--- src/rtl/mem_port_arbiter.sv ---
// Arbitrates the shared memory port between the fetch (instruction) and execute (data) requesters.
// Data normally wins; a bounded streak of data grants forces a waiting fetch through.
module mem_port_arbiter #(
  parameter int DBURST_MAX = 4
) (
  input  logic        clk,
  input  logic        rst,
  input  logic        i_valid,
  input  logic [31:0] i_addr,
  input  logic        i_flush,
  output logic        i_ready,
  output logic [31:0] i_rdata,
  input  logic        d_valid,
  input  logic [31:0] d_addr,
  input  logic [31:0] d_wdata,
  input  logic [3:0]  d_wstrb,
  output logic        d_ready,
  output logic [31:0] d_rdata,
  output logic        mem_valid,
  output logic        mem_instr,
  output logic [31:0] mem_addr,
  output logic [31:0] mem_wdata,
  output logic [3:0]  mem_wstrb,
  input  logic        mem_ready,
  input  logic [31:0] mem_rdata
);

  typedef enum logic [1:0] {IDLE, BUSY_I, BUSY_D} state_t;

  localparam logic [3:0] DMAX = 4'(DBURST_MAX);

  state_t     state;
  state_t     state_next;
  logic [3:0] dstreak;
  logic       drop;
  logic       grant_d;
  logic       grant_i;

  always_ff @(posedge clk) begin
    if (rst) state <= IDLE;
    else     state <= state_next;
  end

  always_comb begin
    grant_d    = 1'b0;
    grant_i    = 1'b0;
    state_next = state;
    i_ready    = 1'b0;
    d_ready    = 1'b0;
    i_rdata    = '0;
    d_rdata    = '0;
    case (state)
      IDLE: begin
        grant_d = d_valid && (!i_valid || (dstreak < DMAX));
        grant_i = !grant_d && i_valid && !i_flush;
        if (grant_d)      state_next = BUSY_D;
        else if (grant_i) state_next = BUSY_I;
      end
      BUSY_I: begin
        if (mem_ready) begin
          state_next = IDLE;
          i_ready    = !drop && !i_flush;
          i_rdata    = (!drop && !i_flush) ? mem_rdata : '0;
        end
      end
      BUSY_D: begin
        if (mem_ready) begin
          state_next = IDLE;
          d_ready    = 1'b1;
          d_rdata    = mem_rdata;
        end
      end
      default: state_next = IDLE;
    endcase
  end

  // Memory request registers are loaded only at grant, so they stay stable for the whole transaction.
  always_ff @(posedge clk) begin
    if (rst) begin
      mem_valid <= 1'b0;
      mem_instr <= 1'b0;
      mem_addr  <= '0;
      mem_wdata <= '0;
      mem_wstrb <= '0;
    end else if (grant_d) begin
      mem_valid <= 1'b1;
      mem_instr <= 1'b0;
      mem_addr  <= d_addr;
      mem_wdata <= d_wdata;
      mem_wstrb <= d_wstrb;
    end else if (grant_i) begin
      mem_valid <= 1'b1;
      mem_instr <= 1'b1;
      mem_addr  <= i_addr;
      mem_wdata <= '0;
      mem_wstrb <= '0;
    end else if ((state != IDLE) && mem_ready) begin
      mem_valid <= 1'b0;
    end
  end

  // The streak only counts data grants that actually made a fetch wait.
  always_ff @(posedge clk) begin
    if (rst) begin
      dstreak <= '0;
    end else if (state == IDLE) begin
      if (grant_d && i_valid)
        dstreak <= (dstreak < DMAX) ? dstreak + 4'd1 : DMAX;
      else if (grant_i || !i_valid)
        dstreak <= '0;
    end
  end

  always_ff @(posedge clk) begin
    if (rst) begin
      drop <= 1'b0;
    end else if (state == BUSY_I) begin
      if (mem_ready)    drop <= 1'b0;
      else if (i_flush) drop <= 1'b1;
    end else begin
      drop <= 1'b0;
    end
  end

endmodule

--- config.mk ---
export PLATFORM = sky130hd
export DESIGN_NAME = mem_port_arbiter
export DESIGN_NICKNAME = d
export VERILOG_FILES = /design/src/rtl/mem_port_arbiter.sv
export SDC_FILE = /design/constraint.sdc
export NUM_CORES = 1
export LEC_CHECK = 0
export BUFFER_PORTS_ARGS = -buffer_cell sky130_fd_sc_hd__buf_2
export CAP_MARGIN = 20
export CORE_ASPECT_RATIO = 0.9
export CORE_MARGIN = 2
export CORE_UTILIZATION = 35
export DETAILED_ROUTE_END_ITERATION = 8
export PLACE_DENSITY = 0.71
export SKIP_LAST_GASP = 1
export SYNTH_ARGS = -nofsm -noshare
export SYNTH_HDL_FRONTEND = slang
export SYNTH_SLANG_ARGS = --single-unit
--- constraint.sdc ---
create_clock -name clk -period 2.15 [get_ports clk]
set_clock_uncertainty 0.1 [all_clocks]
set_input_delay 0.3225 -clock clk [delete_from_list [all_inputs] [get_ports clk]]
set_output_delay 0.3225 -clock clk [all_outputs]
set_load 0.03 [all_outputs]
==> results of run 1 <==
## what timing repair did
action	4_1_cts	5_1_grt
resized for setup	2	8
hold endpoints to repair	0	0
setup endpoints to repair	34	33
## synthesized netlist by cell type (all sizes together), types with 3 or more instances
master | instances | area, um^2
a21oi | 5 | 25.0
and3 | 36 | 225
buf | 15 | 136
inv | 4 | 15.0
nor2 | 71 | 337
and2 | 34 | 213
nand2 | 64 | 240
nand3 | 3 | 15.0
o21ai | 3 | 15.0
ha | 4 | 50.1
clkbuf | 25 | 93.8
a22oi | 37 | 278
a311oi | 32 | 455
dfxtp | 77 | 1540
## kinds of logic (layout without fill, tap and decap cells)
| kind of cell | after synthesis | after routing | synth area share, % |
|---|---|---|---|
| mux | 1 | 1 | 0.264 |
| compound gates | 82 | 82 | 21.9 |
| simple gates | 217 | 217 | 29.3 |
| flops | 77 | 77 | 40.7 |
| fa+ha+maj | 4 | 4 | 1.32 |
| buf+inv | 44 | 303 | 6.48 |
## layout make-up
type | count | area share [%]
clock inverter | 6 | 1.57
timing repair buffer | 283 | 27.1
multi-input combinational | 304 | 36.2
sequential | 77 | 27.7
inverter | 4 | 0.270
clock buffer | 10 | 4.11
tap | 133 | 2.99
## worst max path at each step
stage               cells after the start     endpoint  slack [ns]                   from
finish                                  6   i_rdata[3]        0.06  state[1]$_SDFFE_PP0P_
global route                            6   i_rdata[3]       -0.02  state[1]$_SDFFE_PP0P_
CTS                                     6   i_rdata[3]        0.04  state[1]$_SDFFE_PP0P_
detailed placement                      4  d_rdata[22]        0.15  state[0]$_SDFFE_PP0P_
floorplan                               4  i_rdata[10]        0.15              mem_ready
global placement                        4  d_rdata[22]        0.22  state[0]$_SDFFE_PP0P_
## flip-flops by register name, summed over array words and instances (netlist names)
| name | flops |
|---|---|
| mem_wstrb | 4 |
| mem_valid | 1 |
| mem_addr | 32 |
| mem_instr | 1 |
| state | 2 |
| drop | 1 |
| dstreak | 4 |
| mem_wdata | 32 |
## worst min-delay path, stage by stage
cell	delay, ns
buf_2	0.07
a22oi_1	0.05
nor2_1	0.07
## metal layers
metal | track usage, % | part of all wire [%] | vias to the layer above
li1 | - | - | 1989
met5 | 0 | 0 | -
met4 | 7.13 | 1.4 | 0
met1 | 23.2 | 43 | 1876
met2 | 32.9 | 49 | 157
met3 | 4.64 | 6.3 | 15
## through the flow
stage / setup TNS (ns) / hold WS (ns) / cells / instance area, um^2
final: 0 / 0.127 / 817 / 5570
after global placement: 0 / 0.367 / 801 / 5220
after CTS: 0 / 0.113 / 817 / 5540
after floorplan: 0 / 0.354 / 425 / 3790
after detailed placement: 0 / 0.385 / 801 / 5220
after global routing: -0.0158 / 0.132 / 817 / 5570
## power by group
| part | switching [uW] | internal, uW |
|---|---|---|
| sequential | 80.1 | 1560 |
| combinational | 816 | 452 |
| clock | 594 | 1020 |
| total | 1490 | 3030 |
==> flow_metrics.py, run 1 <==
metrics = {
    "outcome": {
        "outcome": "finished, final reports clean",
    },
    "sta": {
        "fmax_mhz": 479,
        "max-slew-margin-rel_pct": 65.2,
        "worst_pin_slew_ns": 0.522,
        "hold_viol": 0,
        "min_period_ns": 2.09,
        "drv_slew": 0,
        "finalCritPeriodShare_pct": 97.2,
        "setup_viol": 0,
        "setup_ws_ns": 0.0603,
    },
    "routing": {
        "postRouteAntennaNets": 0,
        "drc": 0,
        "drt_iter0_markers": 176,
        "drt-pass1-iter-count": 4,
        "routed_wl_mm": 12.0,
        "avgRoutedWirePerCell_um": 14.7,
        "vias_per_cell": 4.94,
        "routed-via-count": 4037,
    },
    "cells_and_area": {
        "multiInputGateArea_um2": 2010,
        "nets": 821,
        "drive_above_1_share_pct": 53.2,
        "diodes": 0,
        "layout_common_cells": "271 x buf_2, 75 x dfxtp_1, 64 x nand2_1, 43 x nor2_1, 37 x a22oi_1",
        "final_core_util_pct": 52.1,
        "area_delta_synth_final_pct": 47.0,
        "mostFrequentLayoutCell": "buf_2",
        "register_area_um2": 1540,
        "n_fill_cell": 1032,
    },
    "logic_synthesis": {
        "synthFlopType": "dfxtp_1",
        "async_flop_share_pct": 0,
        "synth.cell_area_um2": 3790,
        "syn_inst": 425,
        "ys_seq_area_share_pct": 40.7,
        "synth_edf_count": 0,
        "synth-seq-cells": 77,
        "yosys_warnings": 0,
        "synth_cell_types": 33,
        "syn_nets": 567,
        "syn_area_per_cell_um2": 8.91,
    },
    "worst_setup_path": {
        "r2r_setup_slack_ns": 0.33,
        "cp.buffers_inverters": 3,
        "cp_data_required_time_ns": 1.73,
        "crit_path_cell_trace": "inv_1 > ha_1 > and3_1 > buf_12 > and2_1 > buf_4",
        "r2r-start": "state[0]$_SDFFE_PP0P_",
        "reg2reg_to": "mem_addr[22]$_SDFFE_PP0P_",
        "slowest_stage": "dfxtp_2",
        "cp-end-kind": "output pin",
        "r2r_cells": 6,
        "crit_path_max_incr_delay_ns": 0.36,
        "crit_fanout": 33,
        "critPathArrivalTime_ns": 1.67,
        "path_delay_family": "buffers and inverters",
        "path_class": "reg2out",
        "cp-start-kind": "flip-flop",
    },
    "hold_path": {
        "min_path_cells": 3,
        "hold_class": "in2reg",
        "hold_path_startpoint": "d_wdata[8]",
        "holdPathEnd": "mem_wdata[8]$_SDFFE_PP0P_",
    },
    "clocking": {
        "path_clk_slew_ns": 0.06,
        "postCtsSetupRepairBufs": 0,
        "cts_max_level": 3,
        "hold_buffers": 0,
        "clk_latency_ns": 0.32,
        "cts_tree": "done",
        "cts_buffer_depth": 2,
        "cts_made_buffers": 9,
        "root_buffer": "clkbuf_16",
        "cts_sinks": 77,
    },
    "die": {
        "num_rows": 36,
        "core_um2": 10700,
        "ios": 274,
        "floorplan.initialDensity_pct": 35.5,
        "die_x_um": 114,
        "die_y_um": 103,
        "fp.dieArea_um2": 11700,
    },
    "placement": {
        "hpwl_mm": 8.74,
        "place_ws_ns": 0.154,
        "gp_congestion": 0.775,
        "port_buffers": 273,
    },
    "global_routing": {
        "grt_start_max_net_pins": 72,
        "grt_pass1_vias": 3728,
        "grtUsageTotal_pct": 19.0,
        "grt_remaining_overflow": 0,
        "grt_pass1_wl_mm": 17.9,
        "antenna_found_initial": 0,
    },
    "power": {
        "finalPower_uw": 4520,
        "leakage_uw": 0.00297,
        "peakVddDrop_v": 0.000407,
        "power_density_nw_per_um2": 813,
    },
    "run": {
        "cap_violations": 0,
    },
}
Power figures use the tool's default switching activity.
==> run 2: changes to the inputs <==
PLACE_DENSITY = 0.73   (was 0.71)
clock period = 1.9 ns   (was 2.15 ns; I/O delays follow)
==> run 2 against run 1 <==
Compared with the run above:
- the run now ends with negative setup slack left
- global-route usage is 0.61 points lower
- via count is 2.9% higher
- critical path depth stayed put
- setup slack worse by 0.063 ns
- hold slack worse by 0.039 ns
- sequential power is 13% higher
- sequential share of layout area is 2.2 points lower
- critical path type unchanged
==> flow_metrics.py, run 2 (synthesized netlist as in run 1, its figures left out) <==
metrics = {
    "routing": {
        "postRouteAntennaNets": 0,
        "drt_iter0_markers": 218,
        "routed_wl_mm": 12.5,
        "avgRoutedWirePerCell_um": 15.2,
        "drt-pass1-iter-count": 4,
        "drc": 0,
        "routed-via-count": 4156,
        "vias_per_cell": 5.03,
    },
    "outcome": {
        "violations": "negative setup slack",
        "outcome": "finished with violations",
    },
    "global_routing": {
        "top_usage_layer": "met2",
        "antenna_found_initial": 0,
        "grt_use_met3_pct": 4.76,
        "grt_remaining_overflow": 0,
        "grt.met2_usage_pct": 31.6,
        "grt_use_met1_pct": 22.5,
        "grt_pass1_wl_mm": 17.6,
        "grt_start_max_net_pins": 41,
        "grtUsageTotal_pct": 18.4,
        "grt_pass1_vias": 3757,
    },
    "placement": {
        "hpwl_mm": 8.38,
        "dp.cells": 802,
        "port_buffers": 273,
        "gp_congestion": 0.790,
    },
    "sta": {
        "setup_viol": 1,
        "drv_slew": 0,
        "setup_tns_ns": -0.00319,
        "rsz0062_at_grt": "yes",
        "hold_viol": 0,
        "max-slew-margin-rel_pct": 73.8,
        "worst_pin_slew_ns": 0.393,
        "whs_ns": 0.0878,
        "fmax_mhz": 525,
        "setup_ws_ns": -0.00319,
        "finalCritPeriodShare_pct": 100,
        "min_period_ns": 1.90,
    },
    "cells_and_area": {
        "largestRegisters": "mem_addr (32), mem_wdata (32)",
        "area_delta_synth_final_pct": 60.0,
        "nets": 830,
        "drive_above_1_share_pct": 58.7,
        "layout_common_cells": "229 x buf_2, 75 x dfxtp_1, 64 x nand2_1, 42 x nor2_1, 37 x a22oi_1",
        "stdcell_count": 826,
        "final_core_util_pct": 56.8,
        "mostFrequentLayoutCell": "buf_2",
        "diodes": 0,
    },
    "clocking": {
        "cts_max_level": 3,
        "root_buffer": "clkbuf_16",
        "cts_sinks": 77,
        "clk_latency_ns": 0.32,
        "cts_made_buffers": 9,
        "path_clk_slew_ns": 0.07,
        "cts_tree": "done",
        "cts_buffer_depth": 2,
    },
    "run": {
        "cap_violations": 0,
    },
    "die": {
        "fp.dieArea_um2": 11700,
        "num_rows": 36,
        "ios": 274,
        "floorplan.initialDensity_pct": 35.5,
        "core_um2": 10700,
        "die_x_um": 114,
        "die_y_um": 103,
    },
    "worst_setup_path": {
        "path_class": "reg2out",
        "cp_data_required_time_ns": 1.51,
        "cp-end-kind": "output pin",
        "crit_fanout": 8,
        "critPathArrivalTime_ns": 1.52,
        "cp-start-kind": "flip-flop",
    },
    "power": {
        "finalPower_uw": 5250,
        "peakVddDrop_v": 0.000467,
        "leakage_uw": 0.00309,
        "power_density_nw_per_um2": 867,
    },
    "hold_path": {
        "hold_class": "in2reg",
    },
}
-- run 2: cell types whose count changed in the layout (fill, tap and decap cells not counted), moves of 4 or more --
cell / before / now
clkbuf_4: 1 / 8
and2_4: 0 / 27
buf_2: 271 / 229
buf_4: 6 / 10
and2_1: 34 / 7
buf_6: 0 / 35
-- run 2: routing by layer --
metal  share of wire [%]  wire, um
met5                   0         0
met4                 1.3       162
met1                  42      5300
met3                 6.9       867
met2                  49      6190
-- run 2: timing repair --
action	in CTS	in global routing
hold buffers	0	0
pin swaps	1	23
gates cloned	0	3
endpoints found under the setup margin	67	80
setup buffers	1	4
resized for setup	70	50
-- run 2: worst paths after layout --
path / start / endpoint / slack, ns / cells after the start
hold / removal: d_wdata[2] / mem_wdata[2]$_SDFFE_PP0P_ / 0.09 / 3
hold reg to reg: mem_valid$_SDFFE_PP0P_ / mem_valid$_SDFFE_PP0P_ / 0.38 / 2
setup / recovery: state[1]$_SDFFE_PP0P_ / i_rdata[4] / -0.003 / 6
setup reg to reg: state[1]$_SDFFE_PP0P_ / mem_addr[2]$_SDFFE_PP0P_ / 0.17 / 7
-- run 2: cell type report --
class / instances / area (um^2)
fill: 941 / 4620
tap: 133 / 166
clock buffer: 9 / 225
clock inverter: 7 / 105
multi-input combinational: 304 / 2110
timing repair buffer: 292 / 1890
sequential: 77 / 1550
inverter: 4 / 15.0
-- run 2: per-stage QoR --
step / area, um^2 / setup slack (ns)
after floorplan: 3790 / 0.120
after global placement: 5280 / 0.0402
after detailed placement: 5280 / -0.0179
after CTS: 5840 / -0.0417
after global routing: 6060 / -0.0637
final: 6060 / -0.00319
-- run 2: power by group --
part	leakage, uW	total (uW)	switching (uW)	internal, uW
clock	0.000159	1880	705	1170
sequential	0.000636	1860	89.0	1770
combinational	0.00230	1520	951	566
-- run 2: worst max-delay path, stage by stage (launching register included) --
cell and delay [ns]:
dfxtp_2 0.32, inv_2 0.07, ha_4 0.13, and3_4 0.24, clkbuf_16 0.17, and2_4 0.14, buf_6 0.12
